### config.mk
export PLATFORM = sky130hd
export DESIGN_NAME = alu_seq_muldiv
export DESIGN_NICKNAME = d
export VERILOG_FILES = /design/src/rtl/alu_seq_muldiv.sv
export SDC_FILE = /design/constraint.sdc
export NUM_CORES = 1
export LEC_CHECK = 0
export ABC_AREA = 1
export CAP_MARGIN = 30
export CORE_ASPECT_RATIO = 0.9
export CORE_MARGIN = 2
export CORE_UTILIZATION = 50
export DETAILED_ROUTE_END_ITERATION = 6
export PLACE_DENSITY = 0.71
export SLEW_MARGIN = 20
export SYNTH_ARGS = -nofsm -noshare
export SYNTH_HDL_FRONTEND = slang
export SYNTH_SLANG_ARGS = --single-unit
### constraint.sdc
create_clock -name clk -period 8.3 [get_ports clk]
set_input_delay 1.66 -clock clk [delete_from_list [all_inputs] [get_ports clk]]
set_output_delay 1.66 -clock clk [all_outputs]
set_load 0.02 [all_outputs]
### src/rtl/alu_seq_muldiv.sv
// Registered EX-stage ALU: single-cycle ADD/SUB/SLT/SLTU/AND/OR plus iterative
// shift-add MUL and restoring DIVU behind a start/busy/done handshake.
module alu_seq_muldiv #(
   parameter int WIDTH = 32,
   parameter int CNT_W = $clog2(WIDTH) + 1
) (
   input  logic             clk,
   input  logic             rst_n,
   input  logic             start,
   input  logic             flush,
   input  logic [2:0]       op,
   input  logic [WIDTH-1:0] a,
   input  logic [WIDTH-1:0] b,
   output logic             busy,
   output logic             done,
   output logic [WIDTH-1:0] result,
   output logic [WIDTH-1:0] result_hi,
   output logic             zero,
   output logic             negative,
   output logic             carry,
   output logic             overflow,
   output logic             div_zero
);

   localparam logic [2:0] OP_ADD  = 3'b000;
   localparam logic [2:0] OP_SUB  = 3'b001;
   localparam logic [2:0] OP_SLT  = 3'b010;
   localparam logic [2:0] OP_SLTU = 3'b011;
   localparam logic [2:0] OP_AND  = 3'b100;
   localparam logic [2:0] OP_OR   = 3'b101;

   typedef enum logic [1:0] {
      IDLE = 2'd0,
      CALC = 2'd1,
      DONE = 2'd2
   } state_t;

   state_t state, state_nxt;

   logic [CNT_W-1:0] cnt;
   logic [WIDTH-1:0] acc_hi, acc_lo, opb;
   logic             is_div;

   logic accept, iter_op, last_step;

   assign accept    = start && (state != CALC);
   assign iter_op   = op[2] & op[1];
   assign last_step = (state == CALC) && !flush && (cnt == CNT_W'(1));

   // ---------------- single-cycle ALU ----------------
   logic [WIDTH:0]   add_full, sub_full;
   logic             add_ovf, sub_ovf;
   logic [WIDTH-1:0] alu_res;
   logic             alu_carry, alu_ovf;

   assign add_full = {1'b0, a} + {1'b0, b};
   assign sub_full = {1'b0, a} + {1'b0, ~b} + {{WIDTH{1'b0}}, 1'b1};
   assign add_ovf  = (a[WIDTH-1] == b[WIDTH-1]) && (add_full[WIDTH-1] != a[WIDTH-1]);
   assign sub_ovf  = (a[WIDTH-1] != b[WIDTH-1]) && (sub_full[WIDTH-1] != a[WIDTH-1]);

   // NOTE: every output of a combinational block gets a default first so no
   // path through the case can leave a value unassigned and infer a latch.
   always_comb begin
      alu_res   = '0;
      alu_carry = 1'b0;
      alu_ovf   = 1'b0;
      case (op)
         OP_ADD: begin
            alu_res   = add_full[WIDTH-1:0];
            alu_carry = add_full[WIDTH];
            alu_ovf   = add_ovf;
         end
         OP_SUB: begin
            alu_res   = sub_full[WIDTH-1:0];
            alu_carry = sub_full[WIDTH];
            alu_ovf   = sub_ovf;
         end
         OP_SLT:  alu_res = {{(WIDTH-1){1'b0}}, sub_full[WIDTH-1] ^ sub_ovf};
         OP_SLTU: alu_res = {{(WIDTH-1){1'b0}}, ~sub_full[WIDTH]};
         OP_AND:  alu_res = a & b;
         OP_OR:   alu_res = a | b;
         default: alu_res = '0;
      endcase
   end

   // ---------------- iterative step ----------------
   // MUL: {acc_hi,acc_lo} starts as {0, multiplier} and shifts right per step.
   // DIVU: acc_hi is the partial remainder, acc_lo shifts dividend out / quotient in.
   logic [WIDTH:0]   mul_sum, div_shift, div_trial;
   logic [WIDTH-1:0] hi_nxt, lo_nxt;

   assign mul_sum   = {1'b0, acc_hi} + (acc_lo[0] ? {1'b0, opb} : {(WIDTH+1){1'b0}});
   assign div_shift = {acc_hi, acc_lo[WIDTH-1]};
   assign div_trial = div_shift - {1'b0, opb};

   always_comb begin
      if (is_div) begin
         hi_nxt = div_trial[WIDTH] ? div_shift[WIDTH-1:0] : div_trial[WIDTH-1:0];
         lo_nxt = {acc_lo[WIDTH-2:0], ~div_trial[WIDTH]};
      end else begin
         hi_nxt = mul_sum[WIDTH:1];
         lo_nxt = {mul_sum[0], acc_lo[WIDTH-1:1]};
      end
   end

   // ---------------- FSM ----------------
   // NOTE: sequential state uses non-blocking assignments so every register
   // samples pre-edge values regardless of statement order.
   always_ff @(posedge clk or negedge rst_n) begin
      if (!rst_n) state <= IDLE;
      else        state <= state_nxt;
   end

   always_comb begin
      state_nxt = state;
      case (state)
         IDLE, DONE: begin
            if (accept) state_nxt = iter_op ? CALC : DONE;
            else        state_nxt = IDLE;
         end
         CALC: begin
            if (flush)          state_nxt = IDLE;
            else if (last_step) state_nxt = DONE;
         end
         default: state_nxt = IDLE;
      endcase
   end

   always_comb begin
      busy = (state == CALC);
      done = (state == DONE);
   end

   // ---------------- datapath and result registers ----------------
   always_ff @(posedge clk or negedge rst_n) begin
      if (!rst_n) begin
         cnt       <= '0;
         acc_hi    <= '0;
         acc_lo    <= '0;
         opb       <= '0;
         is_div    <= 1'b0;
         result    <= '0;
         result_hi <= '0;
         zero      <= 1'b0;
         negative  <= 1'b0;
         carry     <= 1'b0;
         overflow  <= 1'b0;
         div_zero  <= 1'b0;
      end else if (accept && iter_op) begin
         cnt    <= CNT_W'(WIDTH);
         acc_hi <= '0;
         acc_lo <= a;
         opb    <= b;
         is_div <= op[0];
      end else if (accept) begin
         result    <= alu_res;
         result_hi <= '0;
         zero      <= (alu_res == '0);
         negative  <= alu_res[WIDTH-1];
         carry     <= alu_carry;
         overflow  <= alu_ovf;
         div_zero  <= 1'b0;
      end else if (state == CALC && !flush) begin
         cnt    <= cnt - CNT_W'(1);
         acc_hi <= hi_nxt;
         acc_lo <= lo_nxt;
         if (last_step) begin
            result    <= lo_nxt;
            result_hi <= hi_nxt;
            zero      <= (lo_nxt == '0);
            negative  <= lo_nxt[WIDTH-1];
            carry     <= 1'b0;
            overflow  <= !is_div && (hi_nxt != '0);
            div_zero  <= is_div && (opb == '0);
         end
      end
   end

endmodule

==> out/results.ini <==
[power]
power-per-cell-area_nw_per_um2 = 240.4
worst_ir_drop_vdd_mv = 0.1269
power_leakage_nw = 10.85

[clocking]
worstSkewPairLatency_ns = 0.48
post_cts_resize_count = 0
cts_setup_buffers = 0
cts_root_buffer = sky130_fd_sc_hd__clkbuf_16
htreeDepth = 4
cts_max_path_buffers = 2
tritoncts_num_sinks = 173
cts_tree = built
post_cts_hold_buffer_count = 0
cts.clk_slew.worst_paths_ns = 0.08
clock_buffer_count_from_cts = 17

[sta]
layout_worst_path_cycle_share_pct = 64.53
final.setup_skew_ns = 0.02187
number_of_hold_violations_in_the_final_report = 0
worst_margin_pin_slew_ns = 1.041
setup_viol = 0
max-slew-margin-rel_pct = 30.45
slew_violations = 0
fmax_mhz = 186.7
post-route-min-period_ns = 5.356
rsz0062_at_grt = false
finalSetupTns_ns = 0
hold_ws_ns = 0.4863

[setup_path]
worst_ep_required_time_ns = 8.68
worst_setup_path_end_kind = register
timing.setup.critical_path_class = in -> reg
critPathLaunchType = primary input
worstPathMaxFanout = 7
critPathArrivalTime_ns = 5.74

[yosys]
post_synth_instance_area_um2 = 18610
yosys_most_used_dff = sky130_fd_sc_hd__dfrtp_1
synth_top_area_share_pct = 23.27
yosys_warnings = 0
synth_area_leader_cell = sky130_fd_sc_hd__dfrtp_1
synth-seq-area-share_pct = 23.27
synth_area_per_cell_um2 = 6.125
cell_types_occupying_the_most_area_after_synthesis = sky130_fd_sc_hd__dfrtp_1 23%, sky130_fd_sc_hd__nand2_1 18%, sky130_fd_sc_hd__ha_1 12%
syn-num-nets = 3287
synth-async-reset-ratio_pct = 100.0
synth_enable_flop_cells = 0
postSynthCellCount = 3038
number_of_distinct_library_cells_after_synthesis = 51
synth-seq-cells = 173

[grt]
grt_pass1_vias = 20178
first_pass_grt_wire_length_mm = 117.3
maximum_number_of_pins_on_one_net_before_global_route_repair = 97
gr-usage-all-layers_pct = 39.56
grt.overflow.total = 0
grt_antenna_before_repair = 1

[layout]
post_route_cells_drive_above_1_share_pct = 3.952
stdcell_count = 3622
layout_common_cells = 872 x sky130_fd_sc_hd__nand2_1, 439 x sky130_fd_sc_hd__inv_1, 301 x sky130_fd_sc_hd__nor2_1
final_net_count = 3374
filler_cell_count = 3718
synthToLayoutAreaGrowth_pct = 13.05
layout.cells.most_common = sky130_fd_sc_hd__nand2_1

[routing]
drt.antenna.violating_nets = 0
route.detailed.drc = 1
drt-total-wl_mm = 78.31
num_vias = 21438
vias_per_cell = 5.919
first_iter_violations = 2812
number_of_optimization_iterations_in_the_first_detailed_route_pass = 7
wire_per_inst_um = 21.62

[die]
initial_core_util_pct = 50.33
ios = 142
die_area_um2 = 38780
core_region_area_um2 = 36970
chipHeight_um = 187.0
die_x_um = 207.4
core.rowCount = 67

[placement]
io_buffer_count = 141
dp_cells = 3589
dpl.hpwl_mm = 61.67
routabilityCongestion = 1.052

[min_path]
hp-class = reg -> reg

[outcome]
failed_checks = design-rule violations
status = complete, but fails checks

[job]
cap_violations = 0

## worst max-delay path, cell delays in order
cell	delay [ns]
sky130_fd_sc_hd__clkdlybuf4s50_1	0.56
sky130_fd_sc_hd__inv_1	0.09
sky130_fd_sc_hd__ha_1	0.39
sky130_fd_sc_hd__inv_1	0.14
sky130_fd_sc_hd__a21oi_1	0.14
sky130_fd_sc_hd__o21ai_0	0.33
sky130_fd_sc_hd__a21oi_1	0.12
sky130_fd_sc_hd__o21ai_1	0.27
sky130_fd_sc_hd__nand3b_1	0.16
sky130_fd_sc_hd__nand2_1	0.13
sky130_fd_sc_hd__a21oi_1	0.07
sky130_fd_sc_hd__o21ai_0	0.21
sky130_fd_sc_hd__fa_1	0.49
sky130_fd_sc_hd__a221oi_1	0.34
sky130_fd_sc_hd__nand3_1	0.15
sky130_fd_sc_hd__nor2_1	0.12
sky130_fd_sc_hd__nand3_1	0.08
sky130_fd_sc_hd__nor2_1	0.09
sky130_fd_sc_hd__nand2_1	0.06
sky130_fd_sc_hd__a21oi_1	0.14
## cell usage after synthesis (6+ instances only)
cell type	count
sky130_fd_sc_hd__a21o_1	8
sky130_fd_sc_hd__a21oi_1	230
sky130_fd_sc_hd__a21oi_2	13
sky130_fd_sc_hd__buf_1	6
sky130_fd_sc_hd__buf_2	14
sky130_fd_sc_hd__clkbuf_1	65
sky130_fd_sc_hd__dfrtp_1	173
sky130_fd_sc_hd__ha_1	173
sky130_fd_sc_hd__inv_1	441
sky130_fd_sc_hd__inv_2	7
sky130_fd_sc_hd__mux2i_1	7
sky130_fd_sc_hd__nand2_1	872
sky130_fd_sc_hd__nand2_2	12
sky130_fd_sc_hd__nand3_1	186
sky130_fd_sc_hd__nand3_2	8
sky130_fd_sc_hd__nand3b_1	12
sky130_fd_sc_hd__nand4_1	34
sky130_fd_sc_hd__nor2_1	302
sky130_fd_sc_hd__nor3_1	31
sky130_fd_sc_hd__nor4_1	12
sky130_fd_sc_hd__o211ai_1	10
sky130_fd_sc_hd__o21a_1	12
sky130_fd_sc_hd__o21ai_0	267
sky130_fd_sc_hd__o21bai_1	16
sky130_fd_sc_hd__o221ai_1	25
sky130_fd_sc_hd__o22ai_1	10
sky130_fd_sc_hd__or2_2	15
sky130_fd_sc_hd__xnor2_1	11
## flip-flops by register name, summed over array words and instances (netlist names), 2 cells and up
register	flops
result_hi	32
acc_hi	32
acc_lo	32
cnt	6
state	2
result	32
opb	32
## layout make-up
type	instances	area, um^2	share of cell area (%)
diodes	1	2.502	0.01190
clock buffers	18	439.2	2.088
clock inverters	14	191.4	0.9100
inverters	453	1700	8.083
multi-input cells	2318	12180	57.88
flip-flops and latches	173	4330	20.59
well taps	483	604.3	2.873
repair buffers	162	1593	7.572
## power by group
| part | internal [mW] | switching (mW) | leakage, nW | total, mW |
|---|---|---|---|---|
| clock network | 0.470 | 0.432 | 0.310 | 0.901 |
| registers | 1.02 | 0.192 | 2.24 | 1.21 |
| logic | 0.933 | 2.01 | 8.30 | 2.94 |
| total | 2.42 | 2.64 | 10.8 | 5.06 |
## metal layers
layer  GRT usage, %  vias to the layer above  share of wire (%)
li1               -                    10012                  -
met1          53.19                     9943                 41
met2          62.36                     1273                 44
met3          7.287                      210                 10
met4          16.95                        0                4.5
met5              0                        -                  0
## final timing paths
check,startpoint,cells past startpoint,end,slack [ns]
min,div_zero$_DFFE_PN0P_,2,div_zero$_DFFE_PN0P_,0.49
max reg2reg,acc_lo[0]$_DFFE_PN0P_,22,overflow$_DFFE_PN0P_,4.15
min reg2reg,div_zero$_DFFE_PN0P_,2,div_zero$_DFFE_PN0P_,0.49
min in group asynchronous,rst_n,1,result_hi[27]$_DFFE_PN0P_,1.24
max,b[6],20,zero$_DFFE_PN0P_,2.94
max in group asynchronous,rst_n,3,acc_lo[31]$_DFFE_PN0P_,5.74
## stage by stage
step	area [um^2]	setup WS (ns)	util, %	power [mW]
finish	21040	2.944	56.90	5.057
global route	21040	2.520	56.90	5.375
CTS	21030	3.054	56.90	4.953
detailed placement	20400	2.589	55.19	4.049
global placement	20380	2.694	55.12	4.021
floorplan	18610	3.826	-	3.140
## cell families (layout without fill, tap and decap cells)
kind of cell | count (synthesis) | after routing | share of synthesized area [%]
DFF | 173 | 173 | 23.27
muxes | 7 | 7 | 0.3766
AOI/OAI and AO/OA | 621 | 621 | 18.63
xor gates and xnor gates | 15 | 15 | 0.7060
buffers and inverters | 547 | 647 | 11.37
other | 0 | 1 | 0
adders and majority gates | 178 | 178 | 12.17
and+or+nand+nor | 1497 | 1497 | 33.49
No activity file was read; power rests on OpenSTA's default activity.
